===== config.mk =====
export PLATFORM = sky130hd
export DESIGN_NAME = secuenciador_alu
export DESIGN_NICKNAME = d
export VERILOG_FILES = /design/src/rtl/secuenciador_alu.sv
export SDC_FILE = /design/constraint.sdc
export NUM_CORES = 1
export LEC_CHECK = 0
export CAP_MARGIN = 20
export CORE_ASPECT_RATIO = 1.1
export CORE_UTILIZATION = 43
export DETAILED_ROUTE_END_ITERATION = 12
export PLACE_DENSITY_LB_ADDON = 0.05
export SYNTH_ARGS = -nofsm -noshare
export SYNTH_HDL_FRONTEND = slang
export SYNTH_SLANG_ARGS = --single-unit

===== constraint.sdc =====
create_clock -name clk -period 1.5 [get_ports clk]
set_clock_uncertainty 0.05 [all_clocks]
set_input_delay 0.45 -clock clk [delete_from_list [all_inputs] [get_ports clk]]
set_output_delay 0.45 -clock clk [all_outputs]
set_load 0.05 [all_outputs]

===== src/rtl/secuenciador_alu.sv =====
// Load/execute sequencer around the lab ALU: gathers A, B and opcode from one
// switch bus on successive button presses, then latches result and flags.
module secuenciador_alu #(
    parameter int ancho = 3
) (
    input  logic             clk,
    input  logic             rst,
    input  logic [ancho:0]   entrada,
    input  logic             cargar,
    input  logic [ancho:0]   resultadoALU,
    input  logic             N,
    input  logic             Z,
    input  logic             C,
    input  logic             V,
    output logic [ancho:0]   operandoA,
    output logic [ancho:0]   operandoB,
    output logic [3:0]       seleccion,
    output logic [ancho:0]   resultado,
    output logic [3:0]       banderas,
    output logic             valido,
    output logic             error,
    output logic [2:0]       estado
);

    typedef enum logic [2:0] {
        ESPERA_A  = 3'd0,
        ESPERA_B  = 3'd1,
        ESPERA_OP = 3'd2,
        EJECUTA   = 3'd3,
        MUESTRA   = 3'd4
    } estadoT;

    estadoT est;
    logic   s0, s1, s2;
    logic   pulso;

    // Chain resets to ones so a button held through reset yields no pulse.
    assign pulso  = s1 & ~s2;
    assign estado = est;

    always_ff @(posedge clk) begin
        if (rst) begin
            est       <= ESPERA_A;
            s0        <= 1'b1;
            s1        <= 1'b1;
            s2        <= 1'b1;
            operandoA <= '0;
            operandoB <= '0;
            seleccion <= '0;
            resultado <= '0;
            banderas  <= '0;
            valido    <= 1'b0;
            error     <= 1'b0;
        end else begin
            s0 <= cargar;
            s1 <= s0;
            s2 <= s1;
            case (est)
                ESPERA_A, MUESTRA: if (pulso) begin
                    operandoA <= entrada;
                    valido    <= 1'b0;
                    est       <= ESPERA_B;
                end
                ESPERA_B: if (pulso) begin
                    operandoB <= entrada;
                    est       <= ESPERA_OP;
                end
                ESPERA_OP: if (pulso) begin
                    if (entrada[3:0] <= 4'd9) begin
                        seleccion <= entrada[3:0];
                        error     <= 1'b0;
                        est       <= EJECUTA;
                    end else begin
                        error <= 1'b1;
                    end
                end
                // ALU has had one full cycle to settle on the new operands
                EJECUTA: begin
                    resultado <= resultadoALU;
                    banderas  <= {N, Z, C, V};
                    valido    <= 1'b1;
                    est       <= MUESTRA;
                end
                default: est <= ESPERA_A;
            endcase
        end
    end

endmodule

==> results_dict.tcl, run 1 <==
set metrics [dict create \
    root_buffer "clkbuf_4" \
    cp_slowest_stage_delay_ns 0.42 \
    grt_pass1_wl_um 4920 \
    arrival_ns 1.69 \
    netlist_area_mm2 0.00113 \
    worstRegToRegCells 4 \
    diodes 0 \
    path_clk_slew_ns 0.14 \
    setup_violations 0 \
    clkLatencyLatePin_ns 0.32 \
    critPathLaunchType "register" \
    cp_data_required_time_ns 1.72 \
    yosys_warnings 0 \
    grt_overflow 0 \
    vdd_ir_drop_max_v 0.000640 \
    drc 0 \
    syn_inst 114 \
    drt_pass1_iterations 4 \
    yosys-mux-area-fraction_pct 10.7 \
    fmax_ghz 0.678 \
    p_switching_mw 0.283 \
    slew_viol_final 0 \
    num_vias 1060 \
    start_util_pct 45.1 \
    regToRegSetupSlack_ns 0.02 \
    clockBufferDepth 2 \
    finalNonFillerCells 202 \
    grt_antenna_before_repair 0 \
    p_leak_nw 0.832 \
    hold_path.class "reg2reg" \
    place_congestion 0.765 \
    worstHoldStart "s0" \
    worstMarginPinSlew_ns 0.407 \
    status "complete, no violations" \
    ys_ff_latch 28 \
    p_comb_share_pct 10.6 \
    area_growth_pct 78.1 \
    dp_cells 188 \
    ant_nets 0 \
    fp.dieH_um 55.7 \
    grt_util_all_layers_pct 22.4 \
    dieWidth_um 50.8 \
    layout-drive-gt1-share_pct 33.9 \
    grt_pass1_vias 1064 \
    cts_buffers 3 \
    core_mm2 0.00250 \
    synth_top_family_by_area "simple AND/OR/NAND/NOR gates" \
    cp_cell_sequence "buf_4 > nand4bb_2 > or3_1 > a21oi_1" \
    synth-adder-area-share_pct 0 \
    hold_path_end "s1" \
    ctsHtreeMaxLevel 1 \
    min_path_cells 1 \
    p_int_mw 1.10 \
    dieArea_mm2 0.00283 \
    dp_hpwl_um 2010 \
    slew_headroom_pct 72.5 \
    initialDrtViolationCount 12 \
    totalPowerFinal_mw 1.39 \
    rsz0062_at_grt "true" \
    synth-simple-area-share_pct 22.4 \
    min_period_over_period_pct 98.3 \
    switching_share_pct 20.4 \
    r2r_end "error" \
    cts_tree "built" \
    grt_start_max_net_pins 17 \
    fillers 150 \
    clock_sinks 28 \
    multi_input_area_um2 532 \
    finalCriticalPeriod_ns 1.48 \
    vias_per_cell 5.25 \
    p_per_area_mw_per_mm2 691 \
    rows 19 \
    wire_per_inst_um 14.1 \
    endpoint_kind "register" \
    synth_xor_area_share_pct 0 \
    finalNetCount 187 \
    syn_area_per_cell_um2 9.88 \
    path_class "reg2reg" \
    synth_cell_types 26 \
    r2r_start "estado[0]" \
    synth_compound_area_share_pct 13.7 \
    synth_nets 129 \
    p_clk_share_pct 34.7 \
    routed_wl_um 2860 \
    p_seq_share_pct 54.7 \
    crit_path_max_fanout 5 \
    ff_latch_area_um2 569 \
    hold_viol_final 0 \
    slowest_stage "or3_1" \
    io_pins 40 \
    max-cap-violations 0 \
    ys_seq_area_share_pct 49.8 \
    portBuffers 39 \
]
-- Yosys cell counts --
library cell	n	area, um^2
dfxtp_1	28	561
o21ai_0	6	30.0
or3_1	1	6.26
inv_1	1	3.75
mux2i_1	12	120
o21a_1	2	15.0
and4bb_1	2	25.0
nand4b_1	1	8.76
or2_2	3	18.8
nand3b_1	5	37.5
nor4b_4	1	23.8
a211oi_1	2	15.0
a22oi_1	1	7.51
nor3b_1	1	7.51
buf_6	1	11.3
buf_2	1	5.00
nor3_1	2	10.0
a31oi_1	1	6.26
nor2_1	15	56.3
a21oi_1	13	65.1
clkbuf_1	5	18.8
nand2b_1	3	18.8
nand3_1	1	5.00
nand4bb_1	2	22.5
nor2b_1	2	12.5
o31ai_1	2	15.0
-- worst max path at each step --
stage | from | end | slack, ns | depth (start not counted)
floorplan | estado[0] | error | -0.007 | 4
global route | estado[0] | error | -0.04 | 4
CTS | estado[1] | estado[1] | 0.001 | 1
detailed placement | entrada[1] | error | -0.21 | 4
global placement | entrada[1] | error | -0.17 | 4
finish | estado[0] | error | 0.02 | 4
-- routing by layer --
layer / GRT usage [%] / wire length (um) / vias to the layer above
met2: 37.1 / 1540 / 29
li1: - / - / 520
met5: 0 / 0 / -
met1: 29.8 / 1200 / 509
met4: 7.14 / 14 / 0
met3: 3.01 / 94 / 2
-- cells in the final DEF (no fill, tap or decap), types with 2 or more instances in the layout --
| master | count |
|---|---|
| dfxtp_1 | 25 |
| buf_12 | 25 |
| buf_4 | 19 |
| nor2_1 | 15 |
| clkdlybuf4s50_1 | 14 |
| a21oi_1 | 13 |
| mux2i_1 | 12 |
| o21ai_0 | 6 |
| nand3b_1 | 5 |
| or2_2 | 3 |
| nand2b_1 | 3 |
| clkbuf_4 | 3 |
| and4bb_1 | 2 |
| a211oi_1 | 2 |
| o21a_1 | 2 |
| o31ai_1 | 2 |
| nor2b_1 | 2 |
| nor3_1 | 2 |
| dfxtp_4 | 2 |
-- registers in the layout (all words and copies together), names as in the netlist --
| register | flops |
|---|---|
| operandoA | 4 |
| operandoB | 4 |
| estado | 3 |
| error | 1 |
| resultado | 4 |
| s2 | 1 |
| valido | 1 |
| s1 | 1 |
| banderas | 4 |
| s0 | 1 |
| seleccion | 4 |
-- repair_timing --
| item | 4_1_cts | 5_1_grt |
|---|---|---|
| resized for setup | 3 | 5 |
| hold buffers | 0 | 0 |
| endpoints found under the setup margin | 2 | 4 |
| buffers inserted | 2 | 8 |
-- cells by family after synthesis --
family / after synthesis
AND/OR/NAND/NOR: 39
flip-flops: 28
AO/OA/AOI/OAI: 27
multiplexers: 12
buffers and inverters: 8
-- worst max-delay path, delay by kind of cell, from the launching register on --
family                 cells  cell delay (ns)
buffers and inverters      1             0.15
AOI/OAI and AO/OA          1             0.13
DFF                        1             0.38
and+or+nand+nor            2             0.72
-- power by group through the flow --
stage	Clock (mW)	Combinational (mW)	Sequential [mW]
after detailed placement	0	0.134	0.779
after global routing	0.530	0.157	0.761
after floorplan	0	0.0416	0.788
after global placement	0	0.132	0.779
final	0.481	0.148	0.758
after CTS	0.497	0.143	0.760
-- stage by stage --
stage	hold WS, ns	util (%)	setup slack, ns	area [um^2]	TNS [ns]
after floorplan	0.339	-	-0.00660	1130	-0.00660
after global placement	0.342	74.3	-0.165	1850	-1.84
after detailed placement	0.345	74.3	-0.207	1850	-2.24
after CTS	0.379	77.3	0.000997	1930	0
after global routing	0.432	80.4	-0.0397	2010	-0.0625
final	0.378	80.4	0.0248	2010	0
-- layout make-up --
| type | instances | share of cell area (%) |
|---|---|---|
| timing repair buffer | 60 | 40.4 |
| clock inverter | 1 | 1.50 |
| clock buffer | 3 | 1.12 |
| tap | 31 | 1.93 |
| inverter | 1 | 0.187 |
| multi-input combinational | 78 | 26.5 |
| sequential | 28 | 28.4 |
Note: power is estimated with default switching activity, not from simulation.
==> run 2: changes to the inputs <==
- CORE_UTILIZATION: 43 -> 39
- clock period: 1.5 -> 1.2 ns (I/O delays scaled with it)
==> results_dict.tcl, run 2 (synthesized netlist as in run 1, its figures left out) <==
set metrics [dict create \
    clkLatencyLatePin_ns 0.35 \
    rsz0062_at_grt "true" \
    arrival_ns 1.00 \
    utilization_pct 85.8 \
    endpoint_kind "output pin" \
    routed_wl_um 3760 \
    critPathLaunchType "register" \
    clock_sinks 28 \
    vdd_ir_drop_max_v 0.000849 \
    cp_slowest_stage_delay_ns 0.39 \
    cp_cell_sequence "buf_6 > buf_12" \
    cts_tree "built" \
    pre_cts_slack_ns -0.489 \
    max-cap-violations 0 \
    grt_util_all_layers_pct 22.6 \
    critPathTopFamily "flip-flops" \
    drt_pass1_iterations 5 \
    diodes 0 \
    finalNetCount 203 \
    area_growth_pct 110 \
    grt_overflow 0 \
    grt_pass1_wl_um 5020 \
    mostFrequentLayoutCell "buf_12" \
    setup_slack_ns -0.213 \
    worstHoldStart "s0" \
    drc 0 \
    crit_path_max_fanout 3 \
    rows 20 \
    r2r_end "error" \
    grt_start_max_net_pins 17 \
    ant_nets 0 \
    min_path_cells 1 \
    violations "negative setup slack" \
    regToRegSetupSlack_ns -0.18 \
    wire_per_inst_um 17.1 \
    worstMarginPinSlew_ns 0.307 \
    setup_violations 49 \
    hold_path_end "s1" \
    hold_path.class "reg2reg" \
    fmax_ghz 0.708 \
    start_util_pct 40.9 \
    dieArea_mm2 0.00311 \
    postCtsHoldBufs 0 \
    clockBufferDepth 2 \
    place_congestion 0.817 \
    initialDrtViolationCount 29 \
    portBuffers 39 \
    worstRegToRegCells 4 \
    fillers 137 \
    cp_data_required_time_ns 0.79 \
    r2r_start "estado[0]" \
    fp.dieH_um 58.4 \
    vias_per_cell 5.36 \
    p_per_area_mw_per_mm2 734 \
    dp_hpwl_um 2020 \
    path_buf_inv 2 \
    slew_viol_final 0 \
    io_pins 40 \
    grt_pass1_vias 1079 \
    cts_buffers 3 \
    grt_antenna_before_repair 0 \
    finalCriticalPeriod_ns 1.41 \
    p_leak_nw 0.973 \
    most-common-layout-cells "27 x buf_12, 22 x buf_4, 20 x dfxtp_2" \
    path_clk_slew_ns 0.16 \
    finalSetupTns_ns -4.70 \
    ctsHtreeMaxLevel 1 \
    dieWidth_um 53.2 \
    num_vias 1179 \
    layout-drive-gt1-share_pct 62.6 \
    root_buffer "clkbuf_4" \
    slowest_stage "dfxtp_4" \
    path_class "reg2out" \
    slew_headroom_pct 79.4 \
    hold_viol_final 0 \
    core_mm2 0.00275 \
    min_period_over_period_pct 118 \
    status "finished, violations left" \
]
-- run 2: cell types whose count changed in the layout (fill, tap and decap cells not counted), moves of 5 or more --
cell     before  now
a21oi_1      13    8
a21oi_2       0    5
buf_6         1    8
dfxtp_1      25    1
dfxtp_2       1   20
dfxtp_4       2    7
o21ai_0       6    1
-- run 2: cell type report --
cell class              instances  area [um^2]  share of cell area [%]
repair buffers                 76         1020                    43.2
multi-input cells              78          637                    27.0
flip-flops and latches         28          612                    25.9
clock buffers                   4         47.5                    2.01
well taps                      33         41.3                    1.75
inverters                       1         3.75                   0.159
-- run 2: worst max path at each step --
stage | start | to | cells after the start
after floorplan | estado[0] | operandoA[0] | 4
after global placement | entrada[1] | error | 4
after detailed placement | entrada[1] | error | 4
after CTS | estado[1] | estado[1] | 2
after global routing | estado[2] | estado[2] | 2
final | estado[2] | estado[2] | 2
-- run 2: stage by stage --
step	power, mW	instance area [um^2]	hold slack (ns)	instances
finish	1.73	2360	0.396	220
global route	1.78	2360	0.427	220
CTS	1.69	2140	0.380	208
detailed placement	1.15	1950	0.346	196
global placement	1.15	1950	0.346	196
floorplan	1.04	1160	0.339	114
-- run 2: worst reg2reg max path: stages (launching register included) --
cell,delay (ns)
dfxtp_4,0.39
buf_8,0.14
nand4bb_4,0.22
or3_1,0.40
a21oi_1,0.13
-- run 2: metal layers --
layer,vias up,GRT usage (%),wire (um)
li1,552,-,-
met3,11,2.33,99
met4,0,13.2,142
met1,584,25.8,1490
met2,32,39.8,2030
met5,-,0,0
-- run 2: where the power goes --
part / leakage (nW) / switching [mW] / internal, mW / total (mW)
combinational: 0.706 / 0.104 / 0.132 / 0.236
sequential: 0.240 / 0.00973 / 0.926 / 0.936
clock: 0.0261 / 0.307 / 0.256 / 0.563
-- run 2: repair_timing --
item	in CTS	in global routing
gates resized for setup	39	34
hold endpoints to repair	0	0
pin swaps	2	16
cloned	0	1
setup buffers	8	11
setup endpoints to repair	38	50
